<file path="config.mk">
export PLATFORM = sky130hd
export DESIGN_NAME = wrq_nr2w_1r1w
export DESIGN_NICKNAME = d
export VERILOG_FILES = /design/src/rtl/wrq_nr2w_1r1w_pkg.sv /design/src/rtl/wrq_nr2w_1r1w_fifo.sv /design/src/rtl/wrq_nr2w_1r1w.sv
export SDC_FILE = /design/constraint.sdc
export NUM_CORES = 1
export LEC_CHECK = 0
export BUFFER_PORTS_ARGS = -buffer_cell sky130_fd_sc_hd__clkbuf_2
export CAP_MARGIN = 25
export CORE_MARGIN = 1
export CORE_UTILIZATION = 60
export CTS_BUF_LIST = sky130_fd_sc_hd__clkbuf_8
export DETAILED_ROUTE_END_ITERATION = 10
export HOLD_SLACK_MARGIN = 0.15
export MAX_ROUTING_LAYER = met4
export PLACE_DENSITY = 0.85
export SYNTH_ARGS = -nofsm -noshare
export SYNTH_HDL_FRONTEND = slang
export SYNTH_SLANG_ARGS = --single-unit
</file>
<file path="constraint.sdc">
create_clock -name clk -period 4.18 [get_ports clk]
set_clock_uncertainty 0.1 [all_clocks]
set_input_delay 0.418 -clock clk [delete_from_list [all_inputs] [get_ports clk]]
set_output_delay 0.418 -clock clk [all_outputs]
set_load 0.1 [all_outputs]
</file>
<file path="src/rtl/wrq_nr2w_1r1w_pkg.sv">
// Shared types and constants for the nr2w 1r1w write-request queue.
package wrq_nr2w_1r1w_pkg;

  // Entry fields are sized for the widest supported configuration; narrower
  // instances zero-extend on the way in and slice on the way out.
  localparam int ENT_ADR_W = 32;
  localparam int ENT_DAT_W = 64;

  localparam logic [15:0] COLL_SAT = 16'hFFFF;

  typedef struct packed {
    logic [ENT_ADR_W-1:0] adr;
    logic [ENT_DAT_W-1:0] dat;
  } wrq_entry_t;

endpackage

</file>
<file path="src/rtl/wrq_nr2w_1r1w_fifo.sv">
// Single-in/single-out queue of DEPTH address+data entries; a push into a full queue is ignored.
module wrq_fifo
  import wrq_nr2w_1r1w_pkg::*;
#(
  parameter int DEPTH   = 4,
  parameter int BITDPTH = 2
) (
  input  logic       clk,
  input  logic       rst,
  input  logic       push,
  input  wrq_entry_t push_ent,
  input  logic       pop,
  output wrq_entry_t pop_ent,
  output logic       full,
  output logic       empty
);

  wrq_entry_t         mem [DEPTH];
  logic [BITDPTH-1:0] wr_ptr;
  logic [BITDPTH-1:0] rd_ptr;
  logic [BITDPTH:0]   cnt;
  logic               do_push;
  logic               do_pop;

  function automatic logic [BITDPTH-1:0] ptr_inc(input logic [BITDPTH-1:0] p);
    return (p == BITDPTH'(DEPTH - 1)) ? '0 : p + BITDPTH'(1);
  endfunction

  assign full    = (cnt == (BITDPTH+1)'(DEPTH));
  assign empty   = (cnt == '0);
  assign do_push = push & ~full;
  assign do_pop  = pop & ~empty;
  assign pop_ent = mem[rd_ptr];

  always_ff @(posedge clk or posedge rst) begin
    if (rst) begin
      wr_ptr <= '0;
      rd_ptr <= '0;
      cnt    <= '0;
    end else begin
      if (do_push) wr_ptr <= ptr_inc(wr_ptr);
      if (do_pop)  rd_ptr <= ptr_inc(rd_ptr);
      cnt <= cnt + (BITDPTH+1)'(do_push) - (BITDPTH+1)'(do_pop);
    end
  end

  always_ff @(posedge clk) begin
    if (do_push) mem[wr_ptr] <= push_ent;
  end

endmodule

</file>
<file path="src/rtl/wrq_nr2w_1r1w.sv">
// Two-port write-request queue feeding an nr2w 1r1w core; port 1 wins same-address collisions.
module wrq_nr2w_1r1w
  import wrq_nr2w_1r1w_pkg::*;
#(
  parameter int WIDTH   = 32,
  parameter int BITADDR = 13,
  parameter int NUMADDR = 8192,
  parameter int DEPTH   = 4,
  parameter int BITDPTH = 2
) (
  input  logic                 clk,
  input  logic                 rst,
  input  logic [1:0]           in_vld,
  output logic [1:0]           in_rdy,
  input  logic [2*BITADDR-1:0] in_adr,
  input  logic [2*WIDTH-1:0]   in_din,
  input  logic                 ready,
  output logic [1:0]           write,
  output logic [2*BITADDR-1:0] wr_adr,
  output logic [2*WIDTH-1:0]   din,
  output logic [15:0]          coll_cnt,
  output logic                 oor_err
);

  localparam logic [BITADDR:0] ADR_LIM = (BITADDR+1)'(NUMADDR);

  function automatic logic [15:0] sat_inc(input logic [15:0] v);
    return (v == COLL_SAT) ? v : v + 16'd1;
  endfunction

  wrq_entry_t           push_ent [2];
  wrq_entry_t           pop_ent  [2];
  logic [1:0]           full;
  logic [1:0]           empty;
  logic [1:0]           acc;
  logic [1:0]           oor;
  logic [1:0]           push;
  logic [1:0]           pop;
  logic                 coll;
  logic [1:0]           vld_p0;
  logic                 rdy_en;
  logic                 unused_ent;

  logic [1:0]           vld_p1;
  logic [2*BITADDR-1:0] adr_p1;
  logic [2*WIDTH-1:0]   din_p1;
  logic [15:0]          coll_cnt_p1;
  logic                 oor_err_p1;

  // Stage p0: acceptance, range check, queueing and pop arbitration
  for (genvar p = 0; p < 2; p++) begin : g_port
    assign in_rdy[p]   = rdy_en & ~full[p];
    assign acc[p]      = in_vld[p] & in_rdy[p];
    assign oor[p]      = acc[p] & ({1'b0, in_adr[p*BITADDR +: BITADDR]} >= ADR_LIM);
    assign push[p]     = acc[p] & ~oor[p];
    assign pop[p]      = ready & ~empty[p];
    assign push_ent[p] = '{adr: ENT_ADR_W'(in_adr[p*BITADDR +: BITADDR]),
                           dat: ENT_DAT_W'(in_din[p*WIDTH +: WIDTH])};

    wrq_fifo #(
      .DEPTH   (DEPTH),
      .BITDPTH (BITDPTH)
    ) u_fifo (
      .clk      (clk),
      .rst      (rst),
      .push     (push[p]),
      .push_ent (push_ent[p]),
      .pop      (pop[p]),
      .pop_ent  (pop_ent[p]),
      .full     (full[p]),
      .empty    (empty[p])
    );
  end

  assign unused_ent = ^{pop_ent[0], pop_ent[1]};

  assign coll   = pop[0] & pop[1] &
                  (pop_ent[0].adr[BITADDR-1:0] == pop_ent[1].adr[BITADDR-1:0]);
  assign vld_p0 = {pop[1], pop[0] & ~coll};

  // Holds in_rdy low through the first edge after reset so in-flight requests are dropped.
  always_ff @(posedge clk or posedge rst) begin
    if (rst) rdy_en <= 1'b0;
    else     rdy_en <= 1'b1;
  end

  // Stage p1: registered core interface; idle lanes keep their last address/data
  always_ff @(posedge clk or posedge rst) begin
    if (rst) begin
      vld_p1      <= '0;
      adr_p1      <= '0;
      din_p1      <= '0;
      coll_cnt_p1 <= '0;
      oor_err_p1  <= 1'b0;
    end else begin
      vld_p1 <= vld_p0;
      for (int p = 0; p < 2; p++) begin
        if (vld_p0[p]) begin
          adr_p1[p*BITADDR +: BITADDR] <= pop_ent[p].adr[BITADDR-1:0];
          din_p1[p*WIDTH +: WIDTH]     <= pop_ent[p].dat[WIDTH-1:0];
        end
      end
      if (coll) coll_cnt_p1 <= sat_inc(coll_cnt_p1);
      oor_err_p1 <= oor_err_p1 | (|oor);
    end
  end

  assign write    = vld_p1;
  assign wr_adr   = adr_p1;
  assign din      = din_p1;
  assign coll_cnt = coll_cnt_p1;
  assign oor_err  = oor_err_p1;

endmodule

</file>
==> results.py, run 1 <==
metrics = {
    "timing": {
        "period_share": 0.862,
        "setup_violations": 0,
        "final_max_slew_viol_count": 0,
        "fin_ws_ps": 576,
        "clock.fmax_ghz": 0.277,
        "finalCriticalPeriod_ps": 3600,
        "finalHoldViolations": 0,
        "grt_setup_unrepaired": "false",
        "fin_tns_setup_ps": 0,
        "relSlewSlack": 0.412,
        "tightest_slew_ps": 880,
    },
    "floorplanning": {
        "chipWidth_um": 176,
        "start_util": 0.611,
        "die_height_um": 176,
        "ios": 206,
        "dieArea_um2": 30900,
        "core_um2": 29600,
        "rows": 63,
    },
    "grt": {
        "first_global_vias": 10458,
        "met1_usage": 0.319,
        "antenna_found_initial": 3,
        "grt_max_degree": 71,
        "met3_usage": 0.0515,
        "gr-max-usage-layer": "met2",
        "grt_util_met2": 0.458,
        "grt_pass1_wl_um": 59300,
        "gr-total-overflow": 0,
        "gr-usage-all-layers": 0.269,
    },
    "pwr": {
        "p_clk_frac": 0.216,
        "p_int_mw": 9.93,
        "switching_power_mw": 7.41,
        "ir_worst_vdd_mv": 0.616,
        "comb_power_share": 0.394,
        "p_per_area_nw_per_um2": 787,
        "p_total_mw": 17.3,
        "pwr-share-seq": 0.390,
        "swShare": 0.427,
        "p_leak_nw": 8.40,
    },
    "yosys": {
        "synth-seq-cells": 483,
        "seq_area_frac_synth": 0.768,
        "ys_types": 35,
        "synth_nets": 973,
        "yosys_warnings": 0,
        "syn_area_um2": 18100,
        "syn_area_per_cell_um2": 21.0,
        "syn_inst": 861,
    },
    "setup_path": {
        "crit_buf_inv": 1,
        "critPathTopFamily": "multiplexers",
        "crit_arrival_ps": 3960,
        "critPathRequiredTime_ps": 4540,
        "critPathMaxFanout": 31,
        "cp_cell_sequence": "mux4_2 > xnor2_1 > nand4_1 > nor4_4 > nor2_4 > buf_4 > mux2_2",
        "critical_path_class": "reg -> reg",
        "crit_slowest_cell": "dfrtp_4",
        "worstSetupStartpointType": "register",
        "critPathMaxStageDelay_ps": 830,
        "setup.worst_path.end_class": "register",
    },
    "layout": {
        "mostFrequentLayoutCell": "edfxtp_1",
        "layout_common_cells": "360 x edfxtp_1, 204 x clkbuf_2, 119 x dfrtp_1",
        "nNetsFinal": 1333,
        "area_growth_syn_to_layout_pct": 21.8,
        "fill_cells": 1615,
        "drive_above_1_share": 0.395,
    },
    "detailed_routing": {
        "wirelength_um": 38400,
        "first_pass_iters": 5,
        "avgRoutedWirePerCell_um": 22.9,
        "num_vias": 9505,
        "postRouteAntennaNets": 0,
        "initialDrtViolationCount": 641,
        "drc": 0,
        "drt-vias-per-instance": 5.67,
    },
    "placement": {
        "place_ws_ps": 598,
        "numPortBuffers": 204,
        "gp_congestion": 0.774,
        "place_hpwl_um": 22900,
    },
    "cts": {
        "cts.path.max_buffers": 3,
        "cts_buffers": 74,
        "clkTransAtPathRegs_ps": 60,
        "root_buffer": "clkbuf_8",
        "cts_tree": "done",
        "worstSkewPairLatency_ps": 600,
        "htree_levels": 3,
        "cts.sinks": 483,
    },
    "job": {
        "maxCapViolations": 0,
    },
    "status": {
        "outcome": "complete, no violations",
    },
    "worst_hold_path": {
        "hold_class": "in -> reg",
    },
}
## power by group through the flow
stage	Combinational [mW]	Clock [mW]	Sequential (mW)
after floorplan	2.42	0	9.79
after global routing	7.10	4.01	6.87
after CTS	6.83	3.80	6.76
after global placement	6.62	0	6.78
after detailed placement	6.74	0	6.84
final	6.83	3.75	6.77
## worst reg2reg max path: stages (launching register included)
cell	delay [ps]
dfrtp_4	830
mux4_2	630
xnor2_1	180
nand4_1	150
nor4_4	80
nor2_4	670
buf_4	450
mux2_2	400
## per-layer routing
metal | wire length [um] | vias to the layer above | part of all wire
li1 | - | 4136 | -
met1 | 14400 | 4932 | 0.37
met2 | 20700 | 364 | 0.54
met3 | 2270 | 73 | 0.059
met4 | 1000 | 0 | 0.026
met5 | 0 | - | 0
## cell usage after synthesis, drive strengths merged
cell	n	area share
edfxtp	360	0.60
dfrtp	123	0.17
mux4	90	0.11
mux2	79	0.049
nand2	48	0.010
xnor2	31	0.015
buf	20	0.0059
ha	15	0.010
inv	15	0.0031
and3	14	0.0048
clkbuf	13	0.0027
nand3	10	0.0028
nand4	9	0.0031
nor2	5	0.0012
o21ai	4	0.0011
and2	3	0.0010
nor2b	3	0.0010
nor3	3	0.00083
a21boi	2	0.00083
a21o	2	0.00083
and4	2	0.00097
conb	2	0.00042
fa	2	0.0022
nand2b	1	0.00035
nor4	1	0.0012
o31ai	1	0.00042
or2	1	0.00035
or3	1	0.00035
xor2	1	0.00048
## final cells by class
type	count	area, um^2	share of cell area
Timing Repair Buffer	317	2100	0.0952
Multi-Input combinational cell	330	4020	0.183
Tap cell	390	488	0.0221
Clock inverter	55	330	0.0150
Clock buffer	82	1130	0.0512
Sequential cell	483	13900	0.631
Inverter	15	61.3	0.00278
Antenna cell	3	7.51	0.000341
## stage by stage
stage,std cells,utilization,cell area [um^2],hold WS (ps)
2_1_floorplan,861,-,18100,367
3_3_place_gp,1444,0.663,19700,361
3_5_place_dp,1444,0.663,19700,364
4_1_cts,1672,0.743,22000,209
5_1_grt,1675,0.743,22000,289
6_report,1675,0.743,22000,237
## logic make-up (layout without fill, tap and decap cells)
| logic type | count (synthesis) | in the layout | synth area share |
|---|---|---|---|
| DFF | 483 | 483 | 0.768 |
| adders and majority gates | 17 | 17 | 0.0126 |
| and+or+nand+nor | 101 | 101 | 0.0279 |
| buffers and inverters | 48 | 469 | 0.0117 |
| other | 2 | 5 | 0.000415 |
| AOI/OAI and AO/OA | 9 | 9 | 0.00318 |
| xor gates and xnor gates | 32 | 32 | 0.0155 |
| muxes | 169 | 169 | 0.161 |
## sequential cells by signal, indices dropped and copies added, names as in the netlist
register and count:
coll_cnt 16, din 64, g_port.u_fifo.cnt 6, g_port.u_fifo.mem 360, g_port.u_fifo.rd_ptr 4, g_port.u_fifo.wr_ptr 4, rdy_en 1, wr_adr 26
write 2
## final timing paths
check / startpoint / endpoint / slack [ps] / depth (start not counted)
max reg2reg: g_port[1].u_fifo.rd_ptr[0] / din[2] / 580 / 7
max in group asynchronous: rst / din[29] / 2650 / 4
min: in_vld[1] / g_port[1].u_fifo.wr_ptr[1] / 240 / 3
max: g_port[1].u_fifo.rd_ptr[0] / din[2] / 580 / 7
min in group asynchronous: rst / coll_cnt[3] / 390 / 3
min reg2reg: wr_adr[19] / wr_adr[19] / 370 / 2
## timing repair
item	in CTS	in global routing
hold buffers	91	0
resized for setup	0	0
buffers inserted	0	0
hold endpoints to repair	428	0
endpoints found under the setup margin	0	0
(Power assumes the default switching activity.)
==> run 2: changes to the inputs <==
CELL_PAD_IN_SITES_DETAIL_PLACEMENT = 1   (was unset)
CELL_PAD_IN_SITES_GLOBAL_PLACEMENT = 1   (was unset)
CORE_UTILIZATION = 52   (was 60)
PLACE_DENSITY = 0.84   (was 0.85)
==> run 2 against run 1 <==
Sequential share of layout area is 0.22 points lower. Cell count up 3.6%. Critical path depth unchanged. Clock-buffer cell count is 7 higher. Die area is 15% higher. Flip-flop and latch count is the same. Largest power group unchanged.
==> results.py, run 2 (synthesis gave the netlist of run 1 again) <==
metrics = {
    "layout": {
        "largest_reg_flops": 360,
        "fill_cells": 2887,
        "layout_common_cells": "360 x edfxtp_1, 204 x clkbuf_2, 119 x dfrtp_1",
        "area_growth_syn_to_layout_pct": 22.2,
        "post-route-util": 0.653,
        "nNetsFinal": 1334,
        "drive_above_1_share": 0.394,
        "final-instance-count-excl-fill": 1735,
        "largest-register": "g_port.u_fifo.mem",
        "postLayoutCellArea_um2": 22100,
        "mostFrequentLayoutCell": "edfxtp_1",
    },
    "grt": {
        "gr-usage-all-layers": 0.296,
        "antenna_found_initial": 5,
        "gr-total-overflow": 0,
        "grt_max_degree": 99,
        "grt_pass1_wl_um": 73000,
        "first_global_vias": 11169,
    },
    "pwr": {
        "ir_worst_vdd_mv": 0.729,
        "switching_power_mw": 7.88,
        "pwr-share-seq": 0.385,
        "p_leak_nw": 8.39,
        "p_clk_frac": 0.222,
        "comb_power_share": 0.393,
        "p_int_mw": 9.98,
        "swShare": 0.441,
        "p_per_area_nw_per_um2": 807,
    },
    "timing": {
        "clock.fmax_ghz": 0.273,
        "period_share": 0.875,
        "relSlewSlack": 0.309,
        "grt_setup_unrepaired": "false",
        "final_max_slew_viol_count": 0,
        "setup_violations": 0,
        "tightest_slew_ps": 1040,
        "finalHoldViolations": 0,
        "finalCriticalPeriod_ps": 3660,
        "fin_tns_setup_ps": 0,
    },
    "placement": {
        "dp_cells": 1500,
        "numPortBuffers": 204,
        "place_area_um2": 19700,
        "gp_congestion": 0.762,
        "place_hpwl_um": 26600,
    },
    "setup_path": {
        "critPathRequiredTime_ps": 4580,
        "reg2reg_from": "g_port[1].u_fifo.rd_ptr[0]",
        "worstSetupEndpoint": "din[2]",
        "critPathMaxFanout": 33,
        "crit_arrival_ps": 4060,
        "setup.worst_path.end_class": "register",
        "rrSetupSlack_ps": 520,
        "reg2reg_depth": 7,
        "r2r_end": "din[2]",
        "worstSetupStartpointType": "register",
        "critical_path_class": "reg -> reg",
        "crit_start": "g_port[1].u_fifo.rd_ptr[0]",
    },
    "floorplanning": {
        "start_util": 0.534,
        "ios": 206,
        "dieArea_um2": 35500,
        "core_um2": 33900,
        "chipWidth_um": 189,
        "die_height_um": 189,
        "rows": 67,
    },
    "detailed_routing": {
        "drc": 0,
        "first_pass_iters": 5,
        "wirelength_um": 49100,
        "postRouteAntennaNets": 0,
        "avgRoutedWirePerCell_um": 28.3,
        "drt-vias-per-instance": 5.74,
        "initialDrtViolationCount": 872,
        "num_vias": 9955,
    },
    "cts": {
        "cts_tree": "done",
        "cts.path.max_buffers": 3,
        "root_buffer": "clkbuf_8",
        "worstSkewPairLatency_ps": 640,
        "htree_levels": 3,
        "cts.sinks": 483,
        "post-cts-setup-buffer-count": 0,
        "cts_buffers": 76,
        "clkTransAtPathRegs_ps": 60,
    },
    "job": {
        "maxCapViolations": 0,
    },
    "worst_hold_path": {
        "hold_class": "in -> async",
    },
    "status": {
        "outcome": "complete, no violations",
    },
}
## run 2: cell count changes in the layout (fill, tap and decap cells not counted), sizes merged
cell and change:
clkbuf +7, buf -1, clkinv +5, diode +1, bufinv -1, inv -9
## run 2: final cells by class
cell class / instances / area (um^2) / share of cell area
antenna: 4 / 10.0 / 0.000453
clock buffer: 89 / 1220 / 0.0554
clock inverter: 50 / 225 / 0.0102
inverter: 15 / 61.3 / 0.00277
multi-input combinational: 330 / 4020 / 0.182
sequential: 483 / 13900 / 0.628
tap: 448 / 561 / 0.0253
timing repair buffer: 316 / 2110 / 0.0954
## run 2: power groups by stage
stage / logic, mW / registers, mW / clock network [mW]
after detailed placement: 6.83 / 6.91 / 0
after global placement: 6.64 / 6.80 / 0
after CTS: 6.96 / 6.84 / 3.86
final: 7.02 / 6.88 / 3.96
after global routing: 7.26 / 6.98 / 4.19
after floorplan: 2.42 / 9.79 / 0
## run 2: repair_timing
action                                 in CTS  in global routing
resized for setup                           0                  0
hold buffers                               91                  0
endpoints found under the hold margin     457                  0
## run 2: worst min-delay path by stage
stage	startpoint	endpoint
floorplan	g_port[1].u_fifo.cnt[2]	g_port[1].u_fifo.cnt[2]
global placement	wr_adr[15]	wr_adr[15]
detailed placement	wr_adr[18]	wr_adr[18]
CTS	in_vld[0]	g_port[0].u_fifo.wr_ptr[0]
global route	rst	din[17]
finish	rst	din[17]
## run 2: routing by layer
layer / wire length, um / track usage / up-vias
li1: - / - / 4124
met1: 18300 / 0.353 / 5320
met2: 26400 / 0.499 / 430
met3: 3010 / 0.0592 / 81
met4: 1400 / 0.110 / 0
met5: 0 / - / -
## run 2: critical path, stage by stage (launching register included)
cell     delay, ps
dfrtp_4        850
mux4_2         620
xor2_1         210
or3_1          190
nor4_4          70
nor2_4         540
buf_4          500
mux2_2         400
## run 2: metrics by stage
stage / total power [mW] / worst slack (ps) / hold WS (ps)
after global placement: 13.4 / 646 / 358
after CTS: 17.6 / 483 / 228
after global routing: 18.4 / 349 / 151
after floorplan: 12.2 / 332 / 367
final: 17.9 / 522 / 159
after detailed placement: 13.7 / 493 / 378
==> run 3: changes to the inputs <==
clock period = 3.9 ns   (was 4.18 ns; I/O delays follow)
==> run 3 against run 2 <==
Clock power rose by 3%. Sequential power is 5.8% higher. Register-to-register slack got worse by 300 ps. Design area fell by 0.22%. Utilization down 0.14 points. Worst setup slack got worse by 300 ps. Fmax shrank 0.57%. Flip-flop and latch count unchanged. First-iteration DRC count decreased by 19%.
==> results.py, run 3 (synthesis gave the netlist of run 1 again) <==
metrics = {
    "layout": {
        "largest-register": "g_port.u_fifo.mem",
        "layout_common_cells": "360 x edfxtp_1, 204 x clkbuf_2, 119 x dfrtp_1",
        "drive_above_1_share": 0.394,
        "nNetsFinal": 1337,
        "mostFrequentLayoutCell": "edfxtp_1",
        "area_growth_syn_to_layout_pct": 21.9,
        "fill_cells": 2901,
        "largest_reg_flops": 360,
    },
    "floorplanning": {
        "die_height_um": 189,
        "core_um2": 33900,
        "dieArea_um2": 35500,
        "start_util": 0.534,
        "ios": 206,
        "rows": 67,
        "chipWidth_um": 189,
    },
    "setup_path": {
        "crit_start": "g_port[1].u_fifo.rd_ptr[0]",
        "critPathMaxFanout": 31,
        "r2r_end": "din[26]",
        "critPathRequiredTime_ps": 4270,
        "crit_arrival_ps": 4050,
        "worstSetupStartpointType": "register",
        "critical_path_class": "reg -> reg",
        "reg2reg_from": "g_port[1].u_fifo.rd_ptr[0]",
        "rrSetupSlack_ps": 220,
        "reg2reg_depth": 7,
        "worstSetupEndpoint": "din[26]",
        "setup.worst_path.end_class": "register",
    },
    "cts": {
        "worstSkewPairLatency_ps": 630,
        "cts_buffers": 75,
        "clkTransAtPathRegs_ps": 60,
        "root_buffer": "clkbuf_8",
        "post-cts-setup-buffer-count": 0,
        "cts.path.max_buffers": 3,
        "cts_tree": "done",
        "htree_levels": 3,
        "cts_resized": 0,
        "hold_buffers": 91,
        "cts.sinks": 483,
    },
    "detailed_routing": {
        "avgRoutedWirePerCell_um": 27.5,
        "route.met2.wl_um": 25100,
        "num_vias": 9849,
        "drt-vias-per-instance": 5.68,
        "first_pass_iters": 4,
        "postRouteAntennaNets": 0,
        "wirelength_um": 47700,
        "highest_layer": "met4",
        "wl_met3_um": 2520,
        "met1_length_um": 18300,
        "drc": 0,
        "initialDrtViolationCount": 707,
    },
    "pwr": {
        "p_per_area_nw_per_um2": 861,
        "p_leak_nw": 8.39,
        "ir_worst_vdd_mv": 0.902,
    },
    "timing": {
        "period_share": 0.943,
        "final_max_slew_viol_count": 0,
        "setup_violations": 0,
        "finalHoldViolations": 0,
        "holdWs_ps": 215,
        "clock.fmax_ghz": 0.272,
        "tightest_slew_ps": 1010,
        "fin_tns_setup_ps": 0,
        "relSlewSlack": 0.322,
        "finalCriticalPeriod_ps": 3680,
        "grt_setup_unrepaired": "false",
    },
    "grt": {
        "grt_max_degree": 85,
        "gr-usage-all-layers": 0.286,
        "grt_pass1_wl_um": 71500,
        "first_global_vias": 11064,
        "antenna_found_initial": 2,
        "gr-total-overflow": 0,
    },
    "placement": {
        "gp_congestion": 0.724,
        "place_hpwl_um": 26100,
        "numPortBuffers": 204,
    },
    "job": {
        "maxCapViolations": 0,
    },
    "status": {
        "outcome": "complete, no violations",
    },
    "worst_hold_path": {
        "hold_class": "in -> reg",
    },
}
-- run 3: cell types whose count changed in the layout (fill, tap and decap cells not counted) --
cell	change
clkinvlp_4	-1
buf_4	+4
inv_1	+5
clkinv_2	-1
clkbuf_8	-2
diode_2	-2
clkinv_1	-4
bufinv_16	-1
buf_12	+1
buf_16	-1
-- run 3: final cells by class --
| type | instances | area, um^2 | area share |
|---|---|---|---|
| Tap cell | 448 | 561 | 0.0254 |
| Multi-Input combinational cell | 330 | 4020 | 0.182 |
| Timing Repair Buffer | 320 | 2130 | 0.0966 |
| Clock inverter | 48 | 186 | 0.00845 |
| Clock buffer | 87 | 1200 | 0.0543 |
| Inverter | 15 | 61.3 | 0.00278 |
| Sequential cell | 483 | 13900 | 0.630 |
| Antenna cell | 2 | 5.00 | 0.000227 |
-- run 3: how the worst min path moves through the flow --
stage	slack [ps]	start	end	cells after the start
2_1_floorplan	370	g_port[1].u_fifo.cnt[2]	g_port[1].u_fifo.cnt[2]	1
3_3_place_gp	360	wr_adr[25]	wr_adr[25]	2
3_5_place_dp	370	wr_adr[16]	wr_adr[16]	2
4_1_cts	170	in_vld[0]	g_port[0].u_fifo.wr_ptr[1]	3
5_1_grt	220	in_vld[0]	g_port[0].u_fifo.wr_ptr[1]	3
6_report	220	in_vld[0]	g_port[0].u_fifo.wr_ptr[1]	3
-- run 3: critical path: stages, from the launching register on --
cell,delay (ps)
dfrtp_4,760
mux4_2,630
xor2_1,210
or3_1,180
nor4_4,70
nor2_4,770
buf_4,410
mux2_2,380
-- run 3: layer usage --
metal  global-route usage  vias up
met1                0.343     5170
li1                     -     4122
met4                0.119        0
met3               0.0572      124
met2                0.475      433
met5                    -        -
-- run 3: report_power, final --
| group | internal [mW] | switching [mW] | total, mW |
|---|---|---|---|
| logic | 2.04 | 5.60 | 7.65 |
| registers | 6.53 | 0.752 | 7.28 |
| clock network | 2.02 | 2.04 | 4.06 |
-- run 3: stage by stage --
| stage | setup slack, ps | utilization | power [mW] | cell area, um^2 | cells |
|---|---|---|---|---|---|
| 6_report | 221 | 0.652 | 19.0 | 22100 | 1733 |
| 5_1_grt | 35.3 | 0.652 | 19.6 | 22100 | 1733 |
| 4_1_cts | 234 | 0.651 | 18.8 | 22100 | 1731 |
| 3_5_place_dp | 266 | 0.584 | 14.7 | 19800 | 1505 |
| 3_3_place_gp | 385 | 0.584 | 14.4 | 19800 | 1505 |
| 2_1_floorplan | 51.9 | - | 13.1 | 18100 | 861 |
